===== config.mk =====
export PLATFORM = sky130hd
export DESIGN_NAME = cla_addsub_pipe
export DESIGN_NICKNAME = d
export VERILOG_FILES = /design/src/rtl/cla_pkg.sv /design/src/rtl/cla_group.sv /design/src/rtl/cla_addsub_pipe.sv
export SDC_FILE = /design/constraint.sdc
export NUM_CORES = 1
export LEC_CHECK = 0
export ABC_AREA = 0
export CORE_MARGIN = 2
export CORE_UTILIZATION = 58
export CTS_BUF_LIST = sky130_fd_sc_hd__clkbuf_4
export CTS_CLUSTER_DIAMETER = 50
export DETAILED_ROUTE_END_ITERATION = 8
export DONT_BUFFER_PORTS = 1
export PLACE_DENSITY = 0.75
export SLEW_MARGIN = 30
export SYNTH_ARGS = -nofsm -noshare
export SYNTH_HDL_FRONTEND = slang
export SYNTH_SLANG_ARGS = --single-unit

===== constraint.sdc =====
create_clock -name clk -period 4.8 [get_ports clk]
set_input_delay 0.96 -clock clk [delete_from_list [all_inputs] [get_ports clk]]
set_output_delay 0.96 -clock clk [all_outputs]
set_load 0.05 [all_outputs]

===== src/rtl/cla_pkg.sv =====
// rtl/cla_pkg.sv - shared types, limits and saturation helper for the pipelined CLA adder/subtractor
package cla_pkg;

   localparam int CLA_MAX_STAGES    = 8;
   localparam int CLA_DEFAULT_GROUP = 4;
   localparam int CLA_MAX_WIDTH     = 256;

   typedef struct packed {
      logic p;
      logic g;
   } cla_pg_t;

   // Most positive (neg=0) or most negative (neg=1) signed value of the given width.
   function automatic logic [CLA_MAX_WIDTH-1:0] cla_sat_value(input int width, input logic neg);
      logic [CLA_MAX_WIDTH-1:0] msb;
      msb = CLA_MAX_WIDTH'(1) << (width - 1);
      return neg ? msb : msb - CLA_MAX_WIDTH'(1);
   endfunction

endpackage


===== src/rtl/cla_group.sv =====
// rtl/cla_group.sv - combinational GROUP-bit lookahead adder with group propagate/generate
module cla_group
   import cla_pkg::*;
#(
   parameter int GROUP = CLA_DEFAULT_GROUP
) (
   input  logic [GROUP-1:0] a_i,
   input  logic [GROUP-1:0] b_i,
   input  logic             c_i,
   output logic [GROUP-1:0] s_o,
   output cla_pg_t          pg_o
);

   logic [GROUP-1:0] p;
   logic [GROUP-1:0] g;
   logic [GROUP-1:0] c;

   assign p = a_i ^ b_i;
   assign g = a_i & b_i;

   always_comb begin
      c    = '0;
      c[0] = c_i;
      for (int i = 0; i < GROUP - 1; i++) begin
         c[i+1] = g[i] | (p[i] & c[i]);
      end
   end

   // Kept apart from the carry process so group P/G never depends on c_i.
   always_comb begin
      pg_o.p = &p;
      pg_o.g = 1'b0;
      for (int i = 0; i < GROUP; i++) begin
         pg_o.g = g[i] | (p[i] & pg_o.g);
      end
   end

   assign s_o = p ^ c;

endmodule


===== src/rtl/cla_addsub_pipe.sv =====
// rtl/cla_addsub_pipe.sv - pipelined CLA add/sub with valid/ready backpressure
// Define CLA_ADDSUB_SAT_EN to clamp overflowing results to the signed limit.
module cla_addsub_pipe
   import cla_pkg::*;
#(
   parameter int WIDTH  = 32,
   parameter int GROUP  = CLA_DEFAULT_GROUP,
   parameter int STAGES = 2
) (
   input  logic             clk,
   input  logic             rst_n,
   input  logic             in_valid,
   output logic             in_ready,
   input  logic [WIDTH-1:0] a,
   input  logic [WIDTH-1:0] b,
   input  logic             sub,
   input  logic             cin,
   output logic             out_valid,
   input  logic             out_ready,
   output logic [WIDTH-1:0] sum,
   output logic             cout,
   output logic             of,
   output logic             zero
);

   localparam int SW = WIDTH / STAGES;
   localparam int NG = SW / GROUP;

   typedef struct packed {
      logic [WIDTH-1:0] psum;
      logic             carry;
      logic [WIDTH-1:0] a;
      logic [WIDTH-1:0] b;
   } stage_t;

   if ((STAGES < 1) || (STAGES > CLA_MAX_STAGES) || ((WIDTH % (GROUP * STAGES)) != 0)) begin : g_param_check
      $error("cla_addsub_pipe: need STAGES in 1..%0d and WIDTH a multiple of GROUP*STAGES", CLA_MAX_STAGES);
   end

   stage_t            in_s;
   stage_t            pipe [STAGES+1];
   logic [STAGES-1:0] stg_v;
   logic [STAGES:0]   vld;
   logic [STAGES:0]   rdy;
   logic              of_q;
   logic              zero_q;

   always_comb begin
      in_s       = '0;
      in_s.carry = cin ^ sub;
      in_s.a     = a;
      in_s.b     = sub ? ~b : b;
   end

   assign pipe[0] = in_s;
   assign vld[0]  = in_valid;

   // A stage can take new data when empty or when its occupant leaves this cycle.
   always_comb begin
      rdy         = '0;
      rdy[STAGES] = out_ready;
      for (int k = STAGES - 1; k >= 0; k--) begin
         rdy[k] = !stg_v[k] || rdy[k+1];
      end
   end

   for (genvar k = 0; k < STAGES; k++) begin : g_stage
      localparam int LO = k * SW;

      stage_t           res_s;
      stage_t           ld_s;
      stage_t           pl_q;
      logic             valid_q;
      logic [NG:0]      gc;
      logic [SW-1:0]    gs;
      cla_pg_t [NG-1:0] gpg;

      for (genvar j = 0; j < NG; j++) begin : g_grp
         cla_group #(.GROUP(GROUP)) u_grp (
            .a_i  (pipe[k].a[LO + j*GROUP +: GROUP]),
            .b_i  (pipe[k].b[LO + j*GROUP +: GROUP]),
            .c_i  (gc[j]),
            .s_o  (gs[j*GROUP +: GROUP]),
            .pg_o (gpg[j])
         );
      end

      always_comb begin
         gc    = '0;
         gc[0] = pipe[k].carry;
         for (int j = 0; j < NG; j++) begin
            gc[j+1] = gpg[j].g | (gpg[j].p & gc[j]);
         end
      end

      always_comb begin
         res_s                = pipe[k];
         res_s.psum[LO +: SW] = gs;
         res_s.carry          = gc[NG];
      end

      if (k == STAGES - 1) begin : g_last
         logic of_d;
         logic zero_d;

         always_comb begin
            ld_s = res_s;
            of_d = (res_s.a[WIDTH-1] == res_s.b[WIDTH-1]) &&
                   (res_s.psum[WIDTH-1] != res_s.a[WIDTH-1]);
`ifdef CLA_ADDSUB_SAT_EN
            if (of_d) begin
               ld_s.psum = WIDTH'(cla_sat_value(WIDTH, res_s.a[WIDTH-1]));
            end
`endif
            zero_d = ~|ld_s.psum;
         end

         always_ff @(posedge clk or negedge rst_n) begin
            if (!rst_n) begin
               of_q   <= 1'b0;
               zero_q <= 1'b0;
            end else if (rdy[k] && vld[k]) begin
               of_q   <= of_d;
               zero_q <= zero_d;
            end
         end
      end else begin : g_mid
         assign ld_s = res_s;
      end

      always_ff @(posedge clk or negedge rst_n) begin
         if (!rst_n) begin
            valid_q <= 1'b0;
            pl_q    <= '0;
         end else if (rdy[k]) begin
            valid_q <= vld[k];
            if (vld[k]) begin
               pl_q <= ld_s;
            end
         end
      end

      assign stg_v[k]  = valid_q;
      assign vld[k+1]  = valid_q;
      assign pipe[k+1] = pl_q;
   end

   assign in_ready  = rdy[0];
   assign out_valid = stg_v[STAGES-1];
   assign sum       = pipe[STAGES].psum;
   assign cout      = pipe[STAGES].carry;
   assign of        = of_q;
   assign zero      = zero_q;

endmodule


==> results by group <==
Global routing
  – Global route overflow: 0
  – Number of global-route vias before repair: 3218
  – Initial antenna violation count: 0
  – Largest net degree at the start of global routing: 87
  – First-pass GRT wire length: 15300 um
  – Total GRT Usage: ~22%

Synth
  – Syn Inst Count: 423
  – Distinct cells, synth: 35
  – Post-synth EDFFs: 0
  – Post-synth top area share: 44.4%
  – #FFs+latches synth: 86
  – Syn avg cell area: 11.5 um^2
  – Synth warn: 0
  – Post-synthesis cell area: 4840 um^2
  – Post-synth top area cell: dfrtp_1
  – Main area contributors after synthesis: dfrtp_1 (44%), mux2_2 (10%), fa_1 (9.9%)
  – Ys async rst share: 100%
  – Post-synth top cells: dfrtp_1 (86), nand2_1 (44), o21ai_0 (44)
  – Syn Nets: roughly 550
  – Top-count cell post-synth: dfrtp_1
  – Most common flop cell mapped by yosys: dfrtp_1
  – Seq/Total Area, Yosys: 44.4%

Floorplan
  – Core area: 8180 um^2
  – Die Width: ~95 um
  – Die area: a little over 9000 um^2
  – Site Rows: 33
  – Die height: 95.4 um
  – Ports: approximately 110
  – Starting Density: 59.3%

Critical path
  – CP startpoint kind: flip-flop
  – Crit path DAT: 4.37 ns
  – Critical R2R Launch: g_stage[0].pl_q[19]
  – Setup crit end kind: flip-flop
  – CP Data Required Time: 5.15 ns
  – R2R Setup Slk: 0.77 ns
  – Worst r2r dst: zero
  – Crit path kind: reg2reg
  – Crit-path max FO: 3
  – R2r worst-path depth: 14

Clocking
  – Hold_buf cts: 0
  – Root Driver: clkbuf_4
  – CTS sink count: 86
  – Post-CTS setup buffers: 0
  – Clock transition at path regs: 0.14 ns
  – Maximum clock path buffer count: 2
  – Worst-Skew Late Latency: 0.42 ns
  – CTS tree: yes
  – CTS buffer count: 9
  – PostCTS Resize Cnt: 0
  – Number of H-tree levels: 3

STA
  – Max-Slew Margin vs Limit: 57.1%
  – Final hold vios: 0
  – Max-slew violations: 0
  – Final Setup Violations: 0
  – Max Clk Rate: 248 MHz
  – Least-Margin Pin Slew: 0.642 ns
  – Sum Neg Setup Slack: 0 ns
  – Worst Clk Skew: around 0.015 ns
  – Tcrit/Tclk final: 83.9%
  – Hold Slack: 0.213 ns
  – RSZ-0062 raised after global routing: false
  – Post-route minimum period: 4.03 ns

Power and ir drop
  – VDD IR-drop max: 0.000152 V
  – Power per Cell Area: between 500 and 600 nW/um^2
  – Total Power: ~2600 uW
  – Leak pwr: 0.00230 uW

Detailed routing
  – DRT Pass-1 Iters: 4
  – DRC: 0
  – Initial DRC count: 64
  – Post-detailed-routing wire length: 9280 um
  – WL/cell: 17.4 um
  – Via-to-Cell Ratio: approximately 5.7
  – Vias: 3043
  – DRT antenna net count: 0

Worst hold path
  – Worst min path class: in2async

Outcome
  – Status: complete, no violations

Finish
  – P&R area growth vs syn: 4.80%
  – Finished Core Util: 62.1%
  – Share of layout cells above drive strength 1: roughly 15%
  – ANT cells: 0
  – Net count, final: between 500 and 600

Placed design
  – Post-detail-place hpwl: 7200 um
  – GPL Wtd Cong: 0.835
  – Port Buffers: 0

Flow run
  – MaxCap Viol Count: 0
==> critical path, stage by stage, from the launching register on <==
cell	delay (ns)
dfrtp_1	0.41
ha_1	0.33
and3_1	0.20
a31oi_1	0.16
o21ai_1	0.12
a211oi_1	0.41
o21bai_1	0.16
fa_1	0.39
fa_1	0.39
fa_1	0.49
nor4b_1	0.41
nand4_1	0.14
nor2_1	0.12
nand4_1	0.08
o21ai_0	0.15
==> where the power goes <==
part / switching [uW] / internal (uW) / leakage (uW) / total (uW)
clock: 242 / 163 / 0.0000700 / 405
combinational: 301 / 313 / 0.00120 / 614
sequential: 630 / 925 / 0.00104 / 1560
==> how the worst max path moves through the flow <==
stage,startpoint,end,slack (ns),depth (start not counted)
6_report,g_stage[0].pl_q[19],zero,0.77,14
5_1_grt,g_stage[0].pl_q[19],zero,0.49,14
4_1_cts,g_stage[0].pl_q[19],zero,0.85,14
3_5_place_dp,g_stage[0].pl_q[19],zero,0.94,14
3_3_place_gp,g_stage[0].pl_q[19],zero,1.06,14
2_1_floorplan,sub,g_stage[0].pl_q[79],0.92,13
==> cells in the final DEF, fill, tap and decap left out, types with 2 or more instances in the layout <==
cell        synthesis  layout
a211oi_1            6       6
a21oi_1             9       9
and4_1              2       2
buf_4               0       4
clkbuf_4            0      10
clkinvlp_4          0       2
dfrtp_1            86      86
fa_1               24      24
ha_1               32      32
inv_1              31      31
mux2_2             43      43
nand2_1            44      43
nand2b_1            3       3
nand4_1             7       7
nor2_1             13      13
nor3_1              2       2
nor4_1              6       6
o21ai_0            44      44
xnor2_1            20      20
xor2_1             21      21
==> routing by layer <==
layer / vias up / routed length, um / track usage [%]
met2: 100 / 4650 / 37.1
met3: 12 / 659 / 5.93
met1: 1499 / 3820 / 27.5
li1: 1432 / - / -
met5: - / 0 / 0
met4: 0 / 149 / 7.50
==> final cells by class <==
class                      instances  area (um^2)
sequential                        86         2150
timing repair buffer               4         30.0
inverter                          31          116
clock inverter                     6         62.6
tap                              105          131
multi-input combinational        290         2510
fill                             668         3100
clock buffer                      10         75.1
==> sequential cells by signal, indices dropped and copies added, names as in the netlist <==
register         flops
cout                 1
of                   1
sum                 32
g_stage.valid_q      1
g_stage.pl_q        49
zero                 1
out_valid            1
==> through the flow <==
step / cell area, um^2 / cells / setup WS, ns
after floorplan: 4840 / 423 / 0.917
after global placement: 4930 / 516 / 1.06
after detailed placement: 4940 / 516 / 0.944
after CTS: 5080 / 532 / 0.847
after global routing: 5080 / 532 / 0.490
final: 5080 / 532 / 0.774
==> cell families after synthesis <==
family	share of synthesized area, %
buffers and inverters	3.93
XOR/XNOR	7.98
multiplexers	9.99
flip-flops	44.4
adder cells (fa/ha/maj)	18.2
AND/OR/NAND/NOR	7.77
AO/OA/AOI/OAI	7.72
Power figures use the tool's default switching activity.
